**config.mk**
```make
export PLATFORM = sky130hd
export DESIGN_NAME = pred_pmu_mc
export DESIGN_NICKNAME = d
export VERILOG_FILES = /design/src/rtl/pred_pmu_mc.sv
export SDC_FILE = /design/constraint.sdc
export NUM_CORES = 1
export LEC_CHECK = 0
export ABC_AREA = 1
export BUFFER_PORTS_ARGS = -buffer_cell sky130_fd_sc_hd__buf_2
export CAP_MARGIN = 20
export CORE_MARGIN = 2
export CORE_UTILIZATION = 25
export CTS_CLUSTER_SIZE = 14
export DETAILED_ROUTE_END_ITERATION = 8
export MAX_ROUTING_LAYER = met4
export PLACE_DENSITY = 0.37
export SLEW_MARGIN = 20
export SYNTH_ARGS = -nofsm -noshare
export SYNTH_HDL_FRONTEND = slang
export SYNTH_SLANG_ARGS = --single-unit
```
**constraint.sdc**
```tcl
create_clock -name clk -period 2.9 [get_ports clk]
set_input_delay 0.145 -clock clk [delete_from_list [all_inputs] [get_ports clk]]
set_output_delay 0.145 -clock clk [all_outputs]
set_load 0.02 [all_outputs]
```
**src/rtl/pred_pmu_mc.sv**
```systemverilog
// Multi-channel branch-prediction performance monitor: per-channel total/wrong
// counters with sticky overflow, manual/windowed snapshots and a muxed read port.
module pred_pmu_mc #(
  parameter int unsigned NUM_CH   = 4,
  parameter int unsigned CNT_W    = 32,
  parameter bit          SATURATE = 1'b1,
  parameter int unsigned WIN_W    = 16,
  parameter int unsigned SEL_W    = (NUM_CH > 1) ? $clog2(NUM_CH) : 1
) (
  input  logic              clk,
  input  logic              rst_n,
  input  logic              enable,
  input  logic              clear,
  input  logic [NUM_CH-1:0] fb_valid,
  input  logic [NUM_CH-1:0] fb_incorrect,
  input  logic              snap_req,
  input  logic [WIN_W-1:0]  window_len,
  input  logic [SEL_W-1:0]  rd_sel,
  output logic [CNT_W-1:0]  rd_total,
  output logic [CNT_W-1:0]  rd_wrong,
  output logic [CNT_W-1:0]  rd_snap_total,
  output logic [CNT_W-1:0]  rd_snap_wrong,
  output logic              snap_valid,
  output logic              snap_pulse,
  output logic [NUM_CH-1:0] ovf
);

  logic [CNT_W-1:0]  total_q      [NUM_CH];
  logic [CNT_W-1:0]  wrong_q      [NUM_CH];
  logic [CNT_W-1:0]  snap_total_q [NUM_CH];
  logic [CNT_W-1:0]  snap_wrong_q [NUM_CH];
  logic [CNT_W-1:0]  total_d      [NUM_CH];
  logic [CNT_W-1:0]  wrong_d      [NUM_CH];
  logic [NUM_CH-1:0] ovf_q, ovf_d;
  logic [WIN_W-1:0]  win_q, win_d;
  logic              auto_snap;
  logic              trigger;
  logic              snap_valid_q;
  logic              snap_pulse_q;

  // Returns {overflowed, next_value} for a single increment.
  function automatic logic [CNT_W:0] bump(input logic [CNT_W-1:0] v);
    logic [CNT_W:0] r;
    if (v != '1)       r = {1'b0, v + CNT_W'(1)};
    else if (SATURATE) r = {1'b1, v};
    else               r = {1'b1, {CNT_W{1'b0}}};
    return r;
  endfunction

  always_comb begin
    logic [CNT_W:0] t_nx;
    logic [CNT_W:0] w_nx;
    t_nx  = '0;
    w_nx  = '0;
    ovf_d = ovf_q;
    for (int unsigned c = 0; c < NUM_CH; c++) begin
      total_d[c] = total_q[c];
      wrong_d[c] = wrong_q[c];
      t_nx       = bump(total_q[c]);
      w_nx       = bump(wrong_q[c]);
      if (clear) begin
        total_d[c] = '0;
        wrong_d[c] = '0;
        ovf_d[c]   = 1'b0;
      end else if (enable && fb_valid[c]) begin
        total_d[c] = t_nx[CNT_W-1:0];
        ovf_d[c]   = ovf_d[c] | t_nx[CNT_W];
        if (fb_incorrect[c]) begin
          wrong_d[c] = w_nx[CNT_W-1:0];
          ovf_d[c]   = ovf_d[c] | w_nx[CNT_W];
        end
      end
    end
  end

  // The >= compare lets a shortened window fire on the very next enabled cycle.
  always_comb begin
    win_d     = win_q;
    auto_snap = 1'b0;
    if (enable && (window_len != '0)) begin
      if (win_q >= window_len - WIN_W'(1)) begin
        win_d     = '0;
        auto_snap = 1'b1;
      end else begin
        win_d = win_q + WIN_W'(1);
      end
    end
    if (clear) win_d = '0;
  end

  assign trigger = snap_req | auto_snap;

  always_ff @(posedge clk or negedge rst_n) begin
    if (!rst_n) begin
      for (int unsigned c = 0; c < NUM_CH; c++) begin
        total_q[c]      <= '0;
        wrong_q[c]      <= '0;
        snap_total_q[c] <= '0;
        snap_wrong_q[c] <= '0;
      end
      ovf_q        <= '0;
      win_q        <= '0;
      snap_valid_q <= 1'b0;
      snap_pulse_q <= 1'b0;
    end else begin
      for (int unsigned c = 0; c < NUM_CH; c++) begin
        total_q[c] <= total_d[c];
        wrong_q[c] <= wrong_d[c];
        if (trigger) begin
          snap_total_q[c] <= total_q[c];
          snap_wrong_q[c] <= wrong_q[c];
        end
      end
      ovf_q        <= ovf_d;
      win_q        <= win_d;
      snap_valid_q <= snap_valid_q | trigger;
      snap_pulse_q <= trigger;
    end
  end

  always_comb begin
    rd_total      = '0;
    rd_wrong      = '0;
    rd_snap_total = '0;
    rd_snap_wrong = '0;
    if (32'(rd_sel) < NUM_CH) begin
      rd_total      = total_q[rd_sel];
      rd_wrong      = wrong_q[rd_sel];
      rd_snap_total = snap_total_q[rd_sel];
      rd_snap_wrong = snap_wrong_q[rd_sel];
    end
  end

  assign snap_valid = snap_valid_q;
  assign snap_pulse = snap_pulse_q;
  assign ovf        = ovf_q;

endmodule

```
==> results of run 1 <==
[tightest hold or removal path: stages]
cell     delay, ns
buf_2         0.23
nand2_1       0.10
inv_1         0.08
nand4_1       0.09
o21ai_1       0.05
[worst max path at each step]
stage | to | from | depth (start not counted) | slack [ns]
2_1_floorplan | snap_total_q[101] | window_len[0] | 19 | 0.39
3_3_place_gp | snap_wrong_q[104] | window_len[3] | 19 | -0.15
3_5_place_dp | snap_total_q[58] | window_len[0] | 20 | -0.18
4_1_cts | rd_wrong[28] | wrong_q[92] | 5 | 0.05
5_1_grt | rd_wrong[28] | wrong_q[92] | 5 | 0.03
6_report | rd_wrong[28] | wrong_q[92] | 5 | 0.03
[routing by layer]
layer / wire [µm] / vias up
li1: - / 16466
met1: 75630 / 16296
met2: 63450 / 781
met3: 8599 / 114
met4: 2761 / 0
met5: 0 / -
[cell usage in the layout, fill, tap and decap left out, drive strengths merged]
| master | n |
|---|---|
| nand2 | 1540 |
| nor2 | 656 |
| nand3 | 555 |
| dfrtp | 534 |
| o21ai | 422 |
| buf | 413 |
| inv | 336 |
| a21oi | 154 |
| clkbuf | 104 |
| nor3 | 90 |
| nand4 | 89 |
| o22ai | 86 |
| xor2 | 76 |
| ha | 26 |
| xnor2 | 24 |
| clkinv | 22 |
| a21o | 18 |
| or2 | 13 |
| nand3b | 7 |
| o21bai | 7 |
| dlygate4sd3 | 7 |
| diode | 5 |
| bufinv | 5 |
| nor4 | 3 |
| o31ai | 2 |
| o21a | 1 |
| and2 | 1 |
| a31oi | 1 |
[through the flow]
stage	util	area (µm²)	hold slack, ns	setup slack, ns	total power, W
3_3_place_gp	0.2801	37330	0.09388	-0.1528	0.009649
3_5_place_dp	0.2801	37330	0.08899	-0.1828	0.009639
5_1_grt	0.2986	39800	0.09348	0.02678	0.01951
4_1_cts	0.2985	39790	0.01469	0.04809	0.01907
6_report	0.2986	39800	0.07974	0.02996	0.01875
2_1_floorplan	-	33560	-0.1506	0.3936	0.008696
[final cells by class]
| class | instances | area share |
|---|---|---|
| clock inverters | 23 | 0.007355 |
| flip-flops and latches | 534 | 0.3357 |
| multi-input cells | 3771 | 0.4370 |
| repair buffers | 420 | 0.07893 |
| clock buffers | 104 | 0.05212 |
| inverters | 340 | 0.03304 |
| diodes | 5 | 0.0003143 |
| well taps | 1768 | 0.05557 |
[power groups by stage]
stage          Sequential, W  Clock, W  Combinational, W
3_5_place_dp         0.00770         0           0.00194
3_3_place_gp         0.00770         0           0.00195
2_1_floorplan        0.00770         0          0.000999
5_1_grt              0.00757   0.00984           0.00210
4_1_cts              0.00757   0.00955           0.00196
6_report             0.00757   0.00926           0.00193
[state kept, by name, summed over array words and instances (netlist names)]
| signal | flops |
|---|---|
| snap_total_q | 128 |
| snap_wrong_q | 128 |
| total_q | 128 |
| wrong_q | 128 |
| win_q | 16 |
| ovf | 4 |
| snap_pulse | 1 |
| snap_valid | 1 |
[logic make-up after synthesis]
logic type / after synthesis / synth area share
AO/OA/AOI/OAI: 691 / 0.1095
XOR/XNOR: 100 / 0.02610
adder cells (fa/ha/maj): 26 / 0.009693
buffers and inverters: 604 / 0.08437
flip-flops: 534 / 0.3982
AND/OR/NAND/NOR: 2954 / 0.3722
==> run_results.csv, run 1 <==
group,metric,value,unit
global_routing,grt_max_degree,116,
setup_path,critPathArrivalTime,2.73,ns
logic_synthesis,synth-main-ff-cell,"dfrtp_1",
global_routing,grtUsageMet3,0.03444,
logic_synthesis,synth_area_leaders,"dfrtp_1 40%, nand2_1 17%, nand3_1 8.2%",
layout,regArea,13360,µm²
global_routing,grt_pass1_vias,32568,
power_and_ir_drop,sequentialPowerShare,0.404,
setup_path,end_kind,"output port",
logic_synthesis,synthDistinctLibCells,43,
detailed_routing,wl,150.4,mm
layout,drive_gt1_frac,0.1227,
sta,tightest_slew,0.8222,ns
placement,io_buffers,164,
power_and_ir_drop,internal_power,0.01343,W
floorplanning,rows,134,
worst_hold_path,worstHoldPathCells,5,
floorplanning,ios,165,
sta,relSlewSlack,0.4461,
clock_tree,post-cts-setup-buffer-count,0,
setup_path,worstSetupPathType,"flip-flop to output port",
power_and_ir_drop,swShare,0.2838,
logic_synthesis,yosys_register_bits,534,
clock_tree,cts.clk_slew.worst_paths,0.06,ns
power_and_ir_drop,total_leakage_power,18.43,nW
setup_path,timing.rr.end,"snap_total_q[66]",
setup_path,cp_common_cell,"a21oi_1",
clock_tree,cts_buffers,72,
worst_hold_path,hold_class,"input port to flip-flop",
floorplanning,die_w,370.4,µm
power_and_ir_drop,power_switching,0.005322,W
logic_synthesis,postSynthCellCount,4909,
sta,period_share,0.9897,
logic_synthesis,syn_nets,4966,
clock_tree,cts_hold_buffers,8,
logic_synthesis,netlist.area_leader.share,0.3982,
setup_path,cp_slowest_cell,"a21oi_1",
setup_path,rrSetupSlack,0.40,ns
global_routing,grt_pass1_wl,223.0,mm
power_and_ir_drop,pwr-share-clk,0.494,
sta,rsz0062_at_grt,"no",
setup_path,cp_num_buf_inv,2,
detailed_routing,first_pass_iters,5,
sta,skew,0.04335,ns
clock_tree,clk_latency,0.69,ns
layout,final_cells,6965,
setup_path,rr_worst_depth,15,
global_routing,gr-usage-all-layers,0.2235,
sta,drv_slew,0,
floorplanning,die_h,370.4,µm
clock_tree,cts_buffer_depth,3,
global_routing,use_met2,0.3177,
power_and_ir_drop,pwr-share-comb,0.103,
clock_tree,root_buffer,"clkbuf_16",
detailed_routing,ant_nets,0,
global_routing,antenna_found_initial,9,
sta,hold_viol_final,0,
detailed_routing,wire_per_inst,21.60,µm
clock_tree,post_cts_resized,0,
logic_synthesis,synth_top_area_cell,"dfrtp_1",
setup_path,slowest_delay,0.58,ns
global_routing,grtUsageMet1,0.3286,
setup_path,cp_max_fo,6,
power_and_ir_drop,irDropWorstVdd,0.0004086,V
logic_synthesis,yosysMostFrequentCell,"nand2_1",
placement,dp_hpwl,111.5,mm
logic_synthesis,syn_area_per_cell,6.836,µm²
clock_tree,clkSinkCount,534,
setup_path,critical-path-top-delay-family,"compound AO/OA/AOI/OAI gates",
logic_synthesis,synth-edff-count,0,
floorplanning,die-area,137200,µm²
setup_path,critical_path.startpoint_type,"flip-flop",
logic_synthesis,async_flop_share,1.000,
sta,final.setup.tns,0,ns
layout,finalNetCount,5196,
setup_path,crit_required,2.76,ns
clock_tree,cts_tree,"yes",
power_and_ir_drop,p_per_area,471.1,nW/µm²
logic_synthesis,netlist_top_cells_count,"1,507 x nand2_1, 637 x nor2_1, 550 x nand3_1",
clock_tree,htree_levels,3,
detailed_routing,drtIter0Drc,2909,
logic_synthesis,syn-cell-area,33560,µm²
global_routing,overflow,0,
logic_synthesis,seq_area_frac_synth,0.3982,
layout,area_growth,18.61,%
floorplanning,start_util,0.2518,
global_routing,grt_busiest_layer,"met1",
placement,dp.cells,6825,
logic_synthesis,ys_warn_count,0,
detailed_routing,vias,33657,
floorplanning,coreArea,133300,µm²
sta,fmax,348.4,MHz
detailed_routing,drcViolationCount,0,
worst_hold_path,holdPathEnd,"total_q[79]",
sta,finalSetupViolations,0,
layout,n_fill_cell,14666,
placement,place.gp.congestion,0.8959,
setup_path,timing.rr.start,"win_q[0]",
outcome,status,"finished, final reports clean",
detailed_routing,viasPerCell,4.832,
sta,post-route-min-period,2.870,ns
worst_hold_path,holdCritStartpoint,"enable",
setup_path,path_cells,"inv_1, o21ai_0, a21oi_1, a21oi_1, buf_2",
layout,multiInputGateArea,17390,µm²
job,drv_cap,0,
No activity file was read; power rests on OpenSTA's default activity.
==> run 2, diff against run 1 <==
==> constraint.sdc (replaced) <==
create_clock -name clk -period 2.9 [get_ports clk]
set_input_delay 0.725 -clock clk [delete_from_list [all_inputs] [get_ports clk]]
set_output_delay 0.725 -clock clk [all_outputs]
set_load 0.02 [all_outputs]
==> run 2 against run 1 <==
Effect of this change:
- combinational power increased by 8%
- worst hold slack improved by 0.40 ns
- register-to-register slack improved by 0.06 ns
- cell area increased by 2.9%
- clock skew decreased by 0.011 ns
- die area unchanged
- global-route usage increased by 0.26 points
- clock power increased by 2%
- sequential cell count unchanged
- cell count increased by 0.92%
- sequential share of layout area decreased by 0.92 points
- critical path type is now input port to output port
==> run_results.csv, run 2 (synthesis results as in run 1) <==
group,metric,value,unit
sta,relSlewSlack,0.5662,
setup_path,end_kind,"output port",
sta,finalSetupViolations,0,
sta,drv_slew,0,
power_and_ir_drop,irDropWorstVdd,0.0004309,V
clock_tree,cts_buffers,73,
power_and_ir_drop,pwr-share-comb,0.109,
placement,io_buffers,164,
setup_path,rr_worst_depth,16,
floorplanning,die_h,370.4,µm
sta,skew,0.03204,ns
sta,hold_viol_final,0,
placement,place.gp.congestion,0.9343,
setup_path,cp_max_fo,32,
power_and_ir_drop,total_leakage_power,18.92,nW
clock_tree,cts_buffer_depth,3,
detailed_routing,wl,152.7,mm
detailed_routing,ant_nets,0,
global_routing,grt_max_degree,92,
layout,post-route-util,0.3074,
power_and_ir_drop,pwr-share-clk,0.494,
detailed_routing,wl_met1,78.50,mm
worst_hold_path,hold_class,"flip-flop to flip-flop",
power_and_ir_drop,p_per_area,466.7,nW/µm²
job,drv_cap,0,
floorplanning,die_w,370.4,µm
power_and_ir_drop,sequentialPowerShare,0.397,
placement,place_ws,-0.6336,ns
sta,tightest_slew,0.6457,ns
layout,drive_gt1_frac,0.1445,
power_and_ir_drop,swShare,0.2763,
setup_path,crit_start,"rd_sel[0]",
outcome,status,"finished, final reports clean",
setup_path,timing.rr.start,"win_q[0]",
detailed_routing,top_layer,"met4",
global_routing,grt_pass1_vias,33140,
layout,finalNetCount,5266,
floorplanning,coreArea,133300,µm²
setup_path,crit_required,2.17,ns
clock_tree,htree_levels,3,
layout,mostFrequentLayoutCell,"nand2_1",
sta,period_share,0.9923,
layout,n_fill_cell,14698,
setup_path,timing.rr.end,"snap_total_q[48]",
clock_tree,clk_latency,0.67,ns
power_and_ir_drop,internal_power,0.01384,W
global_routing,gr-usage-all-layers,0.2261,
setup_path,crit_path_end,"rd_snap_total[30]",
setup_path,worstSetupPathType,"input port to output port",
floorplanning,rows,134,
detailed_routing,vias,34366,
setup_path,rrSetupSlack,0.46,ns
global_routing,grt_pass1_wl,226.6,mm
global_routing,overflow,0,
placement,dp_hpwl,114.7,mm
setup_path,critPathArrivalTime,2.15,ns
detailed_routing,drcViolationCount,0,
setup_path,critical_path.startpoint_type,"input port",
floorplanning,start_util,0.2518,
floorplanning,ios,165,
detailed_routing,met2WireLength,64.51,mm
power_and_ir_drop,power_switching,0.005283,W
detailed_routing,first_pass_iters,7,
sta,finalHoldWorstSlack,0.4839,ns
sta,setup_ws,0.02232,ns
sta,fmax,347.5,MHz
power_and_ir_drop,power.total,0.01912,W
clock_tree,cts.clk_slew.worst_paths,0.06,ns
floorplanning,die-area,137200,µm²
layout,area_growth,22.09,%
global_routing,antenna_found_initial,4,
detailed_routing,wl_met3,7.216,mm
clock_tree,root_buffer,"clkbuf_16",
detailed_routing,wire_per_inst,21.73,µm
sta,final.setup.tns,0,ns
layout,layout_common_cells,"1,504 x nand2_1, 635 x nor2_1, 547 x nand3_1, 523 x dfrtp_1, 349 x o21ai_0",
sta,post-route-min-period,2.878,ns
clock_tree,cts_tree,"yes",
detailed_routing,drtIter0Drc,2972,
detailed_routing,viasPerCell,4.889,
clock_tree,clkSinkCount,534,
## run 2: cell count changes in the layout (fill, tap and decap cells not counted), moves of 5 or more
cell	previous run	this run
clkinv_2	14	7
a21oi_1	154	141
o21ai_1	51	59
buf_12	29	49
clkbuf_16	74	79
o21ai_0	361	349
a21oi_2	0	13
buf_4	221	265
dlygate4sd3_1	7	1
dfrtp_2	0	11
dfrtp_1	534	523
## run 2: worst min path at each step
stage                           from               end  cells after the start
after floorplan                rst_n            ovf[0]                      0
after detailed placement  snap_valid        snap_valid                      1
after global placement    snap_valid        snap_valid                      1
after global routing        snap_req  snap_wrong_q[62]                      4
final                     snap_valid        snap_valid                      1
after CTS                   snap_req  snap_wrong_q[65]                      4
## run 2: power groups by stage
stage,combinational [W],clock (W),sequential (W)
CTS,0.00209,0.00975,0.00758
global route,0.00226,0.0100,0.00758
global placement,0.00208,0,0.00771
detailed placement,0.00208,0,0.00771
floorplan,0.00100,0,0.00770
finish,0.00208,0.00945,0.00758
## run 2: stage by stage
stage	instance area, µm²	std cells
floorplan	33630	4909
global route	40970	7027
detailed placement	38250	6897
global placement	38250	6897
finish	40970	7029
CTS	40740	7023
## run 2: routing by layer
layer | up-vias | track usage
met5 | - | -
met4 | 0 | 0.04808
met3 | 138 | 0.02610
met2 | 844 | 0.3206
met1 | 16780 | 0.3402
li1 | 16604 | -
## run 2: layout make-up
| class | instances | area, µm² | share of cell area |
|---|---|---|---|
| Inverter | 340 | 1321 | 0.03225 |
| Timing Repair Buffer | 489 | 4043 | 0.09867 |
| Antenna cell | 2 | 5.005 | 0.0001222 |
| Sequential cell | 534 | 13380 | 0.3265 |
| Multi-Input combinational cell | 3771 | 17580 | 0.4292 |
| Tap cell | 1768 | 2212 | 0.05399 |
| Clock buffer | 108 | 2172 | 0.05301 |
| Clock inverter | 17 | 257.7 | 0.006291 |
## run 2: critical path: stages
cell	delay (ns)
buf_6	0.13
inv_8	0.16
buf_12	0.22
buf_12	0.17
o21ai_0	0.08
o22ai_1	0.35
buf_2	0.25
## run 2: timing repair
action / in CTS / in global routing
resized for setup: 27 / 34
hold buffers: 1 / 0
gates cloned: 0 / 3
endpoints found under the setup margin: 18 / 255
pin swaps: 1 / 5
buffers inserted: 0 / 1
endpoints found under the hold margin: 14 / 0
